--- config.mk ---
export PLATFORM = sky130hd
export DESIGN_NAME = pingpong_weight_buffer
export DESIGN_NICKNAME = d
export VERILOG_FILES = /design/src/rtl/pingpong_weight_buffer.sv
export SDC_FILE = /design/constraint.sdc
export NUM_CORES = 2
export LEC_CHECK = 0
export BUFFER_PORTS_ARGS = -buffer_cell sky130_fd_sc_hd__buf_2
export CORE_MARGIN = 8
export CORE_UTILIZATION = 40
export DETAILED_ROUTE_END_ITERATION = 6
export PLACE_DENSITY_LB_ADDON = 0.12
export SYNTH_ARGS = -nofsm -noshare
export SYNTH_HDL_FRONTEND = slang
export SYNTH_SLANG_ARGS = --single-unit
--- constraint.sdc ---
create_clock -name CLK -period 8.1 [get_ports CLK]
set_input_delay 0.81 -clock CLK [delete_from_list [all_inputs] [get_ports CLK]]
set_output_delay 0.81 -clock CLK [all_outputs]
set_load 0.05 [all_outputs]
--- src/rtl/pingpong_weight_buffer.sv ---
// Two-bank weight store: host fills one bank while the other streams rows (one per cycle,
// replayed rpt times) to the PE array; bank ownership is handed over through full[] flags.
module pingpong_weight_buffer #(
  parameter int DATA_W = 128,
  parameter int DEPTH  = 16,
  parameter int ADDR_W = 4,
  parameter int RPT_W  = 4
) (
  input  logic              CLK,
  input  logic              RST,
  input  logic              WEN,
  input  logic [ADDR_W-1:0] WA,
  input  logic [DATA_W-1:0] D,
  input  logic              W_COMMIT,
  input  logic [ADDR_W:0]   W_LEN,
  output logic              W_FULL,
  input  logic              START,
  input  logic [RPT_W-1:0]  RPT,
  output logic              R_AVAIL,
  output logic              BUSY,
  output logic [DATA_W-1:0] Q,
  output logic              Q_VALID,
  output logic              Q_LAST
);

  localparam int AIDX = (DEPTH > 1) ? $clog2(DEPTH) : 1;
  localparam logic [ADDR_W:0] DEPTH_L = (ADDR_W+1)'(DEPTH);

  typedef enum logic {
    S_IDLE,
    S_STREAM
  } state_t;

  state_t            state_q;
  logic [1:0]        full_q, full_d;
  logic [ADDR_W:0]   len_q [2];
  logic [ADDR_W:0]   len_d [2];
  logic              fill_sel_q, fill_sel_d;
  logic              drain_sel_q, drain_sel_d;
  logic [ADDR_W-1:0] row_q;
  logic [RPT_W-1:0]  pass_q;
  logic [RPT_W-1:0]  rpt_q;
  logic [DATA_W-1:0] q_q;
  logic              q_valid_q;
  logic              q_last_q;

  logic [DATA_W-1:0] mem_q [2][DEPTH];

  logic            wa_ok, len_ok, wr_en, cmt_en, start_en;
  logic            end_row, end_pass, release_en;
  logic [AIDX-1:0] wa_idx, rd_idx;

  assign W_FULL  = full_q[fill_sel_q];
  assign R_AVAIL = (state_q == S_IDLE) && full_q[drain_sel_q];
  assign BUSY    = (state_q == S_STREAM);
  assign Q       = q_q;
  assign Q_VALID = q_valid_q;
  assign Q_LAST  = q_last_q;

  // Indices are truncated to the memory depth; the range checks guarantee no aliasing.
  assign wa_idx = WA[AIDX-1:0];
  assign rd_idx = row_q[AIDX-1:0];

  assign wa_ok    = ({1'b0, WA} < DEPTH_L);
  assign len_ok   = (W_LEN != '0) && (W_LEN <= DEPTH_L);
  assign wr_en    = !RST && !WEN && !W_FULL && wa_ok;
  assign cmt_en   = W_COMMIT && !W_FULL && len_ok;
  assign start_en = START && R_AVAIL;

  assign end_row    = (({1'b0, row_q} + (ADDR_W+1)'(1)) == len_q[drain_sel_q]);
  assign end_pass   = (pass_q == (rpt_q - RPT_W'(1)));
  assign release_en = (state_q == S_STREAM) && end_row && end_pass;

  // Commit and release always address different banks, so both may apply on one edge.
  always_comb begin
    full_d      = full_q;
    len_d       = len_q;
    fill_sel_d  = fill_sel_q;
    drain_sel_d = drain_sel_q;
    if (cmt_en) begin
      full_d[fill_sel_q] = 1'b1;
      len_d[fill_sel_q]  = W_LEN;
      fill_sel_d         = ~fill_sel_q;
    end
    if (release_en) begin
      full_d[drain_sel_q] = 1'b0;
      drain_sel_d         = ~drain_sel_q;
    end
  end

  always_ff @(posedge CLK) begin
    if (RST) begin
      full_q      <= '0;
      len_q[0]    <= '0;
      len_q[1]    <= '0;
      fill_sel_q  <= 1'b0;
      drain_sel_q <= 1'b0;
    end else begin
      full_q      <= full_d;
      len_q       <= len_d;
      fill_sel_q  <= fill_sel_d;
      drain_sel_q <= drain_sel_d;
    end
  end

  // Storage is deliberately left out of reset.
  always_ff @(posedge CLK) begin
    if (wr_en) begin
      mem_q[fill_sel_q][wa_idx] <= D;
    end
  end

  always_ff @(posedge CLK) begin
    if (RST) begin
      state_q   <= S_IDLE;
      row_q     <= '0;
      pass_q    <= '0;
      rpt_q     <= '0;
      q_q       <= '0;
      q_valid_q <= 1'b0;
      q_last_q  <= 1'b0;
    end else begin
      case (state_q)
        S_IDLE: begin
          q_q       <= '0;
          q_valid_q <= 1'b0;
          q_last_q  <= 1'b0;
          if (start_en) begin
            rpt_q   <= (RPT == '0) ? RPT_W'(1) : RPT;
            row_q   <= '0;
            pass_q  <= '0;
            state_q <= S_STREAM;
          end
        end
        S_STREAM: begin
          q_q       <= mem_q[drain_sel_q][rd_idx];
          q_valid_q <= 1'b1;
          q_last_q  <= end_row && end_pass;
          if (end_row) begin
            row_q <= '0;
            if (end_pass) begin
              pass_q  <= '0;
              state_q <= S_IDLE;
            end else begin
              pass_q <= pass_q + RPT_W'(1);
            end
          end else begin
            row_q <= row_q + ADDR_W'(1);
          end
        end
        default: state_q <= S_IDLE;
      endcase
    end
  end

endmodule

# == Yosys cells after proc, flatten, opt, wreduce, memory -nomap -nowiden ==
# Memories as Yosys holds them, arrays and structs flattened. A register that Yosys moved wholly into a read port is not among the register bits.
# Cells that the tools add are included.
# totals
ff_bits,157
latch_bits,0
ram_bits,4096
rom_bits,0
inputBits,146
output_inout_bits,133
wordCells,102
memories,1
# mem_list
memory,words,width,read_ports,rd_clocked_by_memory_dff,write_ports,line,text
mem_q,2,2048,1,1,1,47,logic [DATA_W-1:0] mem_q [2][DEPTH];
# op_classes
addsub,4
multipliers,0
n_div,0
order_cmp,11
eq_ne,4
shifts,0
mux,39
bitwise,10
reduce_logical,21
# op_table
cell,n
2-to-1 mux 2048 bit,1
binary-select mux 128 bit (select 4 bit),1
demux 128 bit (select 4 bit),1
2-to-1 mux 128 bit,3
case mux 128 bit (2 select lines),1
2-to-1 mux 4 bit,5
2-to-1 mux 5 bit,4
case mux 4 bit (2 select lines),2
logical AND 1 bit,14
2-to-1 mux 1 bit,12
bitwise mux 10 bit,1
"greater-or-equal comparator 5 bit, second input constant",2
NOT 4 -> 5 bit,2
"adder 4 x 1 -> 4 bit, second input constant",2
case mux 1 bit (2 select lines),3
"adder 4 x 1 -> 5 bit, second input constant",1
demux 5 bit (select 1 bit),1
equality test 5 bit,1
"less-or-equal comparator 5 bit, second input constant",1
"< comparator 5 x 1 -> 1 bit, second input constant",1
nonzero test 5 bit,1
equality test 4 bit,1
"greater-or-equal comparator 2 bit, second input constant",2
zero test 4 bit,1
other kinds (15),25

# == Longest topological paths before layout ==
# logic_depth
depth_word,9
mapped_depth,9
mapped_depth_nobuf,8

# == Worst setup path before layout ==
# Ideal clock, no wire load.
# synth_timing
path_type,reg2reg
start,register full_q[1]
end,memory mem_q[1][384] (netlist name) (enable)
setup_ns,0.617
arrival_time_ns,7.389
t_required_ns,7.483
setup_slack_ns,0.094
path_stages_with_launch,7
path_buffers,1
synth_period_minus_slack_ns,8.006
cell_sequence,dfxtp_1 -> nand2_1 -> o21ai_0 -> nor3_1 -> or3b_2 -> clkbuf_1 -> nor2_1
# synth_between
elab_chain_cells,6
# synth_lines
item,line,text
"start, declared",35,"logic [1:0] full_q, full_d;"
"start signal, assigned",99,full_q <= full_d;
2-to-1 mux 1 bit (not written as such) (2 in a row),53,assign W_FULL = full_q[fill_sel_q];
via W_FULL,16,"output logic W_FULL,"
zero test 1 bit,66,assign wr_en = !RST && !WEN && !W_FULL && wa_ok;
logical AND 1 bit,66,
2-to-1 mux 1 bit,108,if (wr_en) begin
2-to-1 mux 2048 bit (not written as such),109,mem_q[fill_sel_q][wa_idx] <= D;
"end, declared",47,
# The timed path passes the listed nets, and every way through them passes these cells. The select of a mux whose other input is x is not followed.

# == Worst setup path after layout ==
# layout_timing
start,register fill_sel_q
end,memory mem_q[0][526] (netlist name) (enable)
# layout_between
elab_chain_cells,6
# layout_lines
item,line,text
"start, declared",38,"logic fill_sel_q, fill_sel_d;"
"start signal, assigned",101,fill_sel_q <= fill_sel_d;
2-to-1 mux 1 bit (not written as such) (2 in a row),53,
zero test 1 bit,66,
logical AND 1 bit,66,
2-to-1 mux 1 bit,108,
2-to-1 mux 2048 bit (not written as such),109,
# Parallel ways exist; a longest one is shown, timed or not. The select of a mux whose other input is x is not followed.

==> impl_metrics.yaml <==
drt:
  drt_iter0_drc: 7010
  num_vias: 72740
  antenna_left: 0
  routed_wl_mm: 412.9
  wl_per_cell_um: 32.04
  drt_drc_violations_left: 0
  vias_per_cell: 5.644
  firstDrtPassIters: 5
power:
  p_seq_share_pct: 53.2
  intPower_mw: 36.26
  peakVddDrop_mv: 0.1868
  p_clk_share_pct: 44.1
  p_comb_share_pct: 2.7
  power.leakage_nw: 55.05
  p_switching_mw: 9.349
  p_per_area_nw_per_um2: 249.5
  swShare_pct: 20.50
cells_and_area:
  fillCellCount: 32900
  layout.cells.non_filler: 12890
  final_nets: 7372
  area_delta_synth_final_pct: 14.30
  drive_above_1_share_pct: 31.24
global_route:
  track_usage_pct: 19.38
  grt_pass1_vias: 75760
  grt_max_degree: 135
  antenna_found_initial: 60
  grt_pass1_wl_mm: 582.9
  grt-ovfl-total: 0
synthesis:
  synth-main-ff-cell: "edfxtp_1"
  synth_edf_count: 4096
  ys_ff_latch: 4254
  syn_nets: 6858
  synth-simple-area-share_pct: 1.018
  yosysWarnings: 0
  synthAdderAreaFrac_pct: 0.02347
  yosysTopAreaCellShare_pct: 76.91
  synthCells: 6709
  synth_xor_area_share_pct: 0.08215
  ys_seq_area_share_pct: 78.89
  yosysTopAreaCell: "edfxtp_1"
  synthTopCellsByArea: "edfxtp_1 77%, mux4_2 16%, dfxtp_1 2.0%"
  synth_most_common_cell: "edfxtp_1"
  synth.area.mux_share_pct: 18.03
  ys_top_cells_by_count: "4096 x edfxtp_1, 1152 x mux4_2, 183 x nor2_1, 158 x dfxtp_1, 157 x clkbuf_1"
  synth_compound_area_share_pct: 0.8951
  ys_types: 43
  async_flop_share_pct: 0
  synth_top_family_by_area: "multiplexers"
  synth.avg_cell_area_um2: 23.84
  syn_area_um2: 159900
floorplanning:
  die_x_um: 648.3
  initial_core_util_pct: 40.12
  dieArea_um2: 420300
  rows: 232
  coreArea_um2: 398600
  pin_count: 279
  die_y_um: 648.3
worst_setup_path:
  endpoint_kind: "flop"
  worst-endpoint-arrival_ns: 5.28
  criticalPathCategory: "flop to flop"
  reg2reg_slack_ns: 3.40
  rr_endpoint: "mem_q[0][526]$_DFFE_PP_"
  start_kind: "flop"
  crit_fanout: 48
  timing.rr.start: "fill_sel_q$_SDFFE_PP0N_"
  required_ns: 8.68
  r2r_cells: 5
clock_network:
  cts_buffers: 453
  cts-root-buf: "clkbuf_16"
  cts_hold_buf: 0
  cts_sinks: 4254
  clk_path_buf_depth: 4
  post_cts_resized: 0
  htreeDepth: 5
  cts_tree: "built"
  clk-insertion-delay-late_ns: 0.98
  clk_pin_slew_worst_paths_ns: 0.06
  post_cts.repair.setup_buffers: 0
placement:
  gp_congestion: 0.7252
  io_buffers: 278
  place_inst: 12030
  dpl.hpwl_mm: 213.2
sta:
  min_period_over_period_pct: 58.08
  setup_viol: 0
  worst_slew_pin_slew_ns: 1.159
  final_max_slew_viol_count: 0
  finClkSkew_ns: 0.03891
  hold_violations: 0
  period_minus_slack_ns: 4.705
  max_freq_mhz: 212.5
  rsz0062_at_grt: "no"
  slew_headroom_pct: 22.74
  finalSetupTns_ns: 0
status:
  status: "finished, final reports clean"
worst_hold_path:
  min_to: "rpt_q[2]$_SDFFE_PP0P_"
  hp-class: "input pin to flop"
  hp-start: "RPT[2]"
  min_path_cells: 3
run:
  max_cap_violations: 0
==> layout by cell type, fill, tap and decap left out, drive strengths merged, types with 6 or more instances in the layout <==
| cell | n |
|---|---|
| a21oi | 131 |
| buf | 424 |
| bufinv | 34 |
| clkbuf | 604 |
| clkinv | 179 |
| dfxtp | 158 |
| diode | 16 |
| edfxtp | 4096 |
| inv | 25 |
| mux2 | 128 |
| mux2i | 144 |
| mux4 | 1152 |
| nand2 | 15 |
| nand3 | 133 |
| nand3b | 6 |
| nor2 | 183 |
| nor3 | 6 |
| o21ai | 131 |
| xnor2 | 6 |
| xor2 | 9 |
==> routing by layer <==
metal / vias to the layer above / wire length, µm / GRT usage [%] / part of all wire [%]
li1: 29710 / - / - / -
met2: 2117 / 195700 / 30.93 / 47
met3: 530 / 26470 / 3.891 / 6.4
met1: 40350 / 182600 / 27.95 / 44
met5: - / 196 / 0 / 0.047
met4: 30 / 7967 / 3.899 / 1.9
==> area by class of cell <==
class                   instances  area, µm²  share of cell area (%)
diodes                         16      40.04                 0.02191
clock buffers                 604      12240                   6.698
clock inverters               234       2167                   1.186
inverters                       8      30.03                 0.01643
multi-input cells            2082      32310                   17.68
flip-flops and latches       4254     126200                   69.03
well taps                    5265       6588                   3.604
repair buffers                424       3226                   1.765
==> flip-flops by register name, summed over array words and instances (netlist names), 2 cells and up, named ones only <==
| register | flops |
|---|---|
| rd_idx | 4 |
| Q | 128 |
| full_q | 2 |
| len_q | 10 |
| mem_q | 4096 |
| rpt_q | 4 |
| pass_q | 4 |
==> cells by family (layout without fill, tap and decap cells) <==
kind of cell / Yosys count / in the layout
XOR/XNOR: 15 / 15
flip-flops: 4254 / 4254
other: 0 / 16
AND/OR/NAND/NOR: 363 / 363
AO/OA/AOI/OAI: 277 / 277
multiplexers: 1424 / 1424
adder cells (fa/ha/maj): 3 / 3
buffers and inverters: 373 / 1270
==> worst max-delay path, stage by stage, from the launching register on <==
cell and delay [ns]:
dfxtp_1 0.64, o21ai_0 0.29, nor3_1 0.72, nand3_1 0.96, nor2_4 0.75, buf_4 0.82
==> metrics by stage <==
stage | total power, mW | worst slack (ns) | hold WS, ns | utilization (%) | cell area, µm²
2_1_floorplan | 25.32 | 0.09391 | 0.4481 | - | 159900
3_5_place_dp | 26.00 | 3.116 | 0.4664 | 42.24 | 168300
4_1_cts | 46.14 | 3.357 | 0.005484 | 45.85 | 182700
3_3_place_gp | 25.96 | 3.046 | 0.4688 | 42.24 | 168300
5_1_grt | 47.00 | 3.177 | 0.05919 | 45.85 | 182700
6_report | 45.61 | 3.395 | 0.1114 | 45.86 | 182800
==> worst max-delay path by stage <==
stage | from | end | slack [ns] | cells past startpoint
2_1_floorplan | full_q[1]$_SDFF_PP0_ | mem_q[1][384]$_DFFE_PP_ | 0.09 | 6
3_3_place_gp | RST | mem_q[1][1127]$_DFFE_PP_ | 3.05 | 5
3_5_place_dp | RST | mem_q[1][1120]$_DFFE_PP_ | 3.12 | 5
4_1_cts | fill_sel_q$_SDFFE_PP0N_ | mem_q[1][1026]$_DFFE_PP_ | 3.36 | 5
5_1_grt | fill_sel_q$_SDFFE_PP0N_ | mem_q[1][1137]$_DFFE_PP_ | 3.18 | 5
6_report | fill_sel_q$_SDFFE_PP0N_ | mem_q[0][526]$_DFFE_PP_ | 3.40 | 5
==> power groups by stage <==
| stage | clock (mW) | combinational (mW) | sequential [mW] |
|---|---|---|---|
| after floorplan | 0 | 0.550 | 24.8 |
| after global placement | 0 | 1.24 | 24.7 |
| after detailed placement | 0 | 1.27 | 24.7 |
| after CTS | 20.6 | 1.27 | 24.3 |
| after global routing | 21.4 | 1.33 | 24.3 |
| final | 20.1 | 1.24 | 24.3 |
Power figures use the tool's default switching activity.
